$ cat src/rtl/uart_pkg.sv
// -----------------------------------------------------------------------------
// uart_pkg
// Shared UART definitions. The receiver and the transmitter both take their
// default bit timing and word width from here, so the two ends of a link agree
// unless a parameter is overridden on purpose.
//   CLOCKS_PER_PULSE_DEF : clk cycles per bit period (must be >= 4)
//   BITS_PER_WORD_DEF    : data bits per frame
//   rx_state_e           : receiver FSM states
// -----------------------------------------------------------------------------
package uart_pkg;

  localparam int unsigned CLOCKS_PER_PULSE_DEF = 10;
  localparam int unsigned BITS_PER_WORD_DEF    = 8;

  typedef enum logic [2:0] {
    IDLE      = 3'd0,
    START     = 3'd1,
    DATA      = 3'd2,
    STOP      = 3'd3,
    WAIT_IDLE = 3'd4
  } rx_state_e;

endpackage

$ cat src/rtl/uart_sync.sv
// -----------------------------------------------------------------------------
// uart_sync
// Two-flop synchronizer for a single asynchronous input.
// Ports:
//   clk  : clock (rising edge)
//   rstn : asynchronous active-low reset; both flops load RESET_VAL
//   d    : asynchronous input
//   q    : synchronized output (two clk cycles of latency)
// Parameter:
//   RESET_VAL : value held by both flops during reset
// -----------------------------------------------------------------------------
module uart_sync #(
  parameter logic RESET_VAL = 1'b1
) (
  input  logic clk,
  input  logic rstn,
  input  logic d,
  output logic q
);

  logic meta_q;
  logic sync_q;

  always_ff @(posedge clk or negedge rstn) begin
    if (!rstn) begin
      meta_q <= RESET_VAL;
      sync_q <= RESET_VAL;
    end else begin
      meta_q <= d;
      sync_q <= meta_q;
    end
  end

  assign q = sync_q;

endmodule

$ cat src/rtl/uart_rx.sv
// -----------------------------------------------------------------------------
// uart_rx
// UART receiver: 1 start bit, BITS_PER_WORD data bits LSB first, 1 stop bit,
// no parity. The start bit is confirmed at mid-bit, each data bit and the stop
// bit are sampled one full bit period after the previous sample. Received
// words are offered on a valid/ready output; reception never stalls, so a word
// that completes while the output is still occupied is dropped (overrun).
// Parameters:
//   CLOCKS_PER_PULSE : clk cycles per bit period, at least 4
//   BITS_PER_WORD    : data bits per frame
// Ports:
//   clk       : clock (rising edge)
//   rstn      : asynchronous active-low reset
//   rx        : serial line, asynchronous to clk, idles high
//   m_data    : received word
//   m_valid   : m_data holds an unconsumed word
//   m_ready   : consumer accepts m_data
//   frame_err : one-cycle pulse when a stop bit is sampled low
//   overrun   : one-cycle pulse when a completed word is dropped
// -----------------------------------------------------------------------------
module uart_rx
  import uart_pkg::*;
#(
  parameter int unsigned CLOCKS_PER_PULSE = CLOCKS_PER_PULSE_DEF,
  parameter int unsigned BITS_PER_WORD    = BITS_PER_WORD_DEF
) (
  input  logic                     clk,
  input  logic                     rstn,
  input  logic                     rx,
  output logic [BITS_PER_WORD-1:0] m_data,
  output logic                     m_valid,
  input  logic                     m_ready,
  output logic                     frame_err,
  output logic                     overrun
);

  localparam int unsigned CNT_W = (CLOCKS_PER_PULSE > 1) ? $clog2(CLOCKS_PER_PULSE) : 1;
  localparam int unsigned BIT_W = (BITS_PER_WORD > 1) ? $clog2(BITS_PER_WORD) : 1;

  localparam logic [CNT_W-1:0] CNT_HALF = CNT_W'(CLOCKS_PER_PULSE / 2 - 1);
  localparam logic [CNT_W-1:0] CNT_LAST = CNT_W'(CLOCKS_PER_PULSE - 1);
  localparam logic [BIT_W-1:0] BIT_LAST = BIT_W'(BITS_PER_WORD - 1);

  logic rx_s;

  rx_state_e                state_q, state_d;
  logic [CNT_W-1:0]         cnt_q, cnt_d;
  logic [BIT_W-1:0]         bit_q, bit_d;
  logic [BITS_PER_WORD-1:0] shift_q, shift_d;
  logic [BITS_PER_WORD-1:0] data_q, data_d;
  logic                     valid_q, valid_d;
  logic                     ferr_q, ferr_d;
  logic                     ovr_q, ovr_d;
  logic                     word_done;

  // Line idles high, so the synchronizer resets to 1 to avoid a false start.
  uart_sync #(
    .RESET_VAL(1'b1)
  ) u_sync (
    .clk  (clk),
    .rstn (rstn),
    .d    (rx),
    .q    (rx_s)
  );

  always_ff @(posedge clk or negedge rstn) begin
    if (!rstn) begin
      state_q <= IDLE;
      cnt_q   <= '0;
      bit_q   <= '0;
      shift_q <= '0;
      data_q  <= '0;
      valid_q <= 1'b0;
      ferr_q  <= 1'b0;
      ovr_q   <= 1'b0;
    end else begin
      state_q <= state_d;
      cnt_q   <= cnt_d;
      bit_q   <= bit_d;
      shift_q <= shift_d;
      data_q  <= data_d;
      valid_q <= valid_d;
      ferr_q  <= ferr_d;
      ovr_q   <= ovr_d;
    end
  end

  always_comb begin
    state_d   = state_q;
    cnt_d     = cnt_q;
    bit_d     = bit_q;
    shift_d   = shift_q;
    data_d    = data_q;
    valid_d   = valid_q;
    ferr_d    = 1'b0;
    ovr_d     = 1'b0;
    word_done = 1'b0;

    unique case (state_q)
      IDLE: begin
        if (!rx_s) begin
          state_d = START;
          cnt_d   = '0;
        end
      end

      START: begin
        // Re-check the line at mid start bit to reject short glitches.
        if (cnt_q == CNT_HALF) begin
          if (!rx_s) begin
            state_d = DATA;
            cnt_d   = '0;
            bit_d   = '0;
          end else begin
            state_d = IDLE;
          end
        end else begin
          cnt_d = cnt_q + 1'b1;
        end
      end

      DATA: begin
        if (cnt_q == CNT_LAST) begin
          cnt_d   = '0;
          // LSB arrives first: shift in at the top, move right.
          shift_d = BITS_PER_WORD'({rx_s, shift_q} >> 1);
          if (bit_q == BIT_LAST) begin
            state_d = STOP;
          end else begin
            bit_d = bit_q + 1'b1;
          end
        end else begin
          cnt_d = cnt_q + 1'b1;
        end
      end

      STOP: begin
        if (cnt_q == CNT_LAST) begin
          cnt_d = '0;
          if (rx_s) begin
            word_done = 1'b1;
            state_d   = IDLE;
          end else begin
            ferr_d  = 1'b1;
            state_d = WAIT_IDLE;
          end
        end else begin
          cnt_d = cnt_q + 1'b1;
        end
      end

      WAIT_IDLE: begin
        // A held-low line (break) must not look like a new start bit.
        if (rx_s) begin
          state_d = IDLE;
        end
      end

      default: begin
        state_d = IDLE;
      end
    endcase

    // Output buffer: a completion in the same cycle as a handshake refills
    // the buffer; a completion into an occupied, unaccepted buffer is dropped.
    if (word_done) begin
      if (!valid_q || m_ready) begin
        data_d  = shift_q;
        valid_d = 1'b1;
      end else begin
        ovr_d = 1'b1;
      end
    end else if (valid_q && m_ready) begin
      valid_d = 1'b0;
    end
  end

  assign m_data    = data_q;
  assign m_valid   = valid_q;
  assign frame_err = ferr_q;
  assign overrun   = ovr_q;

endmodule

$ cat config.mk
export PLATFORM = sky130hd
export DESIGN_NAME = uart_rx
export DESIGN_NICKNAME = d
export VERILOG_FILES = /design/src/rtl/uart_pkg.sv /design/src/rtl/uart_sync.sv /design/src/rtl/uart_rx.sv
export SDC_FILE = /design/constraint.sdc
export NUM_CORES = 1
export LEC_CHECK = 0
export BUFFER_PORTS_ARGS = -buffer_cell sky130_fd_sc_hd__buf_2
export CORE_ASPECT_RATIO = 0.6
export CORE_UTILIZATION = 60
export CTS_CLUSTER_SIZE = 10
export DETAILED_ROUTE_END_ITERATION = 7
export GPL_TIMING_DRIVEN = 0
export PLACE_DENSITY_LB_ADDON = 0.12
export SYNTH_ARGS = -nofsm -noshare
export SYNTH_HDL_FRONTEND = slang
export SYNTH_HIERARCHICAL = 1
export SYNTH_SLANG_ARGS = --single-unit
$ cat constraint.sdc
create_clock -name clk -period 4.8 [get_ports clk]
set_input_delay 0.48 -clock clk [delete_from_list [all_inputs] [get_ports clk]]
set_output_delay 0.48 -clock clk [all_outputs]
set_load 0.02 [all_outputs]
==> results list <==
* Run status: completed
- Ratio of cells with drive above 1 in the final layout: between 40% and 50%
- Die Y: between 30 and 40 um
- The worst setup path is launched from a register.
* DPL Wire Length: roughly 1700 um
* TritonCTS clock tree: yes
- After clock tree synthesis, the repair step resized 0 gates.
* Distinct cell type count of the synthesized netlist: 31
* Buffers from clock root to sink, at most: 2
- Area of the multi-input gates: 568 um2
* Post-Syn Instances: between 100 and 150
- The smallest clock period supported by the final layout is computed as 1.90 ns.
- The count of nets left with antenna violations once routing finished came out at 0.
- Pin placement for this block handled 15 I/O pins.
* Number of buffers created by CTS: 5
- The first TritonRoute pass finished after 4 iterations.
- Worst Setup Path Type: register to register
* Root Buffer: clkbuf_8
- Period utilisation layout: roughly 40%
- Worst hold margin: between 0.2 and 0.25 ns
- At the later pin of the worst-skew pair, clock insertion delay measures 0.28 ns.
- In the final design database the tool counted around 140 nets.
- Commonest register cell after synthesis: dfrtp_1
- Setup slack, reg-to-reg: 2.90 ns
- Total power density per cell area: 463 nW/um2
- Cells after DPL: around 150
- Setup TNS Final: 0 ns
* Congestion Overflow GR: 0
- Skew final: 0.00287 ns
* Final antenna diode count: 0
- Via-to-Cell Ratio: 5.46
- Number of enable-type register cells in the synthesized netlist: 0
- Synthesized area per cell: around 13 um2
- Number of warnings issued by yosys: 6
- Worst VDD drop: 0.000258 V
- Relative max-transition margin: 56.7%
- When the netlist entered floorplanning its net count stood at 114.
* Area of the core region: approximately 2200 um2
* Placer congestion estimate: 0.872
- At the worst endpoint, the required time is 4.96 ns.
* Share of the synthesized area in the top cell type: a little over half
- The tool flagged a number of max-cap violations equal to 0.
- In this run the worst hold path is classified as input pin to async pin.
- Summed over all layers, the routed wires come to 2390 um.
- CTS built an H-tree with a depth of 2.
- dfrtp_1 takes more of the synthesized area than any other cell.
- Number of antenna violations at the first check in global routing: 0
- Post-route non-filler standard cell count: 157
- Largest fanout of any net on the critical path: 8
- Crit path arrival time: just over 2 ns
- Post-CTS setup repair buffer count: 0
- Wire length of the first global-routing pass: around 3800 um
- Count of input and output buffers: 14
- Setup violations remaining at the end of the flow were counted as 0.
- Largest cells by area after synthesis: dfrtp_1 (52%), mux2_2 (14%), ha_1 (4.5%), dfstp_2 (3.8%), nor2_1 (1.9%)
- Timing-limited maximum frequency: 527 MHz
- Entering global routing, the biggest net connects 32 pins.
- At the pin with the least slew margin, the transition time is 0.650 ns.
- Total count of max-transition violations in the final report: 0
- Average wire per cell in the routed design: between 15 and 20 um
* Clock sink count: 31
* Filler Cell Count: between 150 and 200
- Remaining design rule violation count: 0
* Overall die width: about 64 um
- Total routing resource utilization after global routing: 22.5%
- FF+latch area: 778 um2
- After synthesis the cells add up to between 1000 and 1500 um2.
* Sequential share of the synthesized area: 56.1%
- For this design the static power due to leakage is between 0.7 and 0.8 nW.
- Area of the die: 2520 um2
- Endpoint class of the critical path: register
- # hold bufs at CTS: 0
- Number of global-route vias before repair: about 750
- The total count of hold-check failures in the final report is 0.
- In this run the core area contains 13 standard-cell rows.
- Detailed routing inserted a total of 858 vias.
- Worst-path clk slew: 0.06 ns
- Compared with the post-synthesis result, the final layout area differs by 15.0%.
- Yosys reg bits: 31
- In the synthesized netlist the async set-or-reset flop fraction comes to 100%.
- For this configuration, the core starts out at a cell density of between 60% and 70%.
- RSZ-0062 raised after global routing: false
- The first routing iteration left 40 violations.
-- logic make-up (layout without fill, tap and decap cells) --
family | after synthesis | after routing | synth area share, %
buf+inv | 8 | 30 | 2.97
fa+ha+maj | 5 | 5 | 4.51
compound gates | 14 | 14 | 7.30
simple gates | 29 | 29 | 14.6
flops | 31 | 31 | 56.1
mux | 18 | 18 | 14.5
-- critical path: stages, from the launching register on --
cell and delay [ns]:
dfrtp_1 0.40, inv_1 0.10, ha_1 0.21, nand4b_1 0.24, nor3_4 0.44, mux2_2 0.39
-- layout make-up --
class                   count  share of cell area (%)
flip-flops and latches     31                    48.8
multi-input cells          66                    35.6
clock buffers               8                    6.27
repair buffers             14                    4.39
well taps                  30                    2.35
plain buffers               4                    1.65
inverters                   4                   0.941
-- Yosys cell counts, types with 2 or more instances --
cell       n
dfstp_2    2
inv_1      4
nand2b_1   2
nand4b_1   2
nand3_1    2
buf_2      3
nor2_1     7
o21ai_0    2
dfrtp_1   29
nand2_1    6
ha_1       5
a22oi_1    2
mux2_2    17
a21oi_1    3
a22o_1     2
nor3_1     2
-- registers in the layout, summed over array words and instances (netlist names) --
| signal | flops |
|---|---|
| state_q | 3 |
| overrun | 1 |
| bit_q | 3 |
| m_data | 8 |
| frame_err | 1 |
| m_valid | 1 |
| u_sync/q | 1 |
| shift_q | 8 |
| u_sync/meta_q | 1 |
| cnt_q | 4 |
-- metal layers --
| metal | routed length [um] | share of wire [%] | vias up | GRT usage (%) |
|---|---|---|---|---|
| met2 | 1090 | 46 | 22 | 33.2 |
| met3 | 119 | 5.0 | 5 | 7.85 |
| met4 | 35 | 1.5 | 0 | 11.9 |
| met1 | 1140 | 48 | 412 | 29.5 |
| met5 | 0 | 0 | - | 0 |
| li1 | - | - | 419 | - |
-- layout by cell type, fill, tap and decap left out, drive strengths merged, types with 3 or more instances in the layout --
master and count:
dfrtp 29, mux2 17, buf 18, nand2 6, ha 5, nor3 3
inv 4, a21oi 3, nand3 3, nor2 7, clkbuf 8
-- report_power, final --
| group | switching (mW) | total (mW) | internal (mW) |
|---|---|---|---|
| registers | 0.0352 | 0.334 | 0.299 |
| clock network | 0.0887 | 0.219 | 0.131 |
| logic | 0.105 | 0.186 | 0.0812 |
-- through the flow --
step / cell area (um2) / util [%] / worst slack [ns] / total power [mW]
global route: 1600 / 73.2 / 2.80 / 0.784
global placement: 1500 / 68.6 / 3.00 / 0.507
floorplan: 1390 / - / 3.13 / 0.473
finish: 1600 / 73.2 / 2.90 / 0.739
CTS: 1600 / 73.2 / 2.91 / 0.742
detailed placement: 1500 / 68.6 / 2.94 / 0.521
-- final timing paths --
path | from | depth (start not counted) | endpoint
hold / removal | rstn | 1 | shift_q[1]
max in group asynchronous | rstn | 1 | shift_q[5]
setup reg to reg | cnt_q[1] | 5 | shift_q[5]
setup / recovery | cnt_q[1] | 5 | shift_q[5]
hold reg to reg | u_sync/meta_q | 0 | u_sync/q
min in group clk | rx | 1 | u_sync/meta_q
No activity file was read; power rests on OpenSTA's default activity.
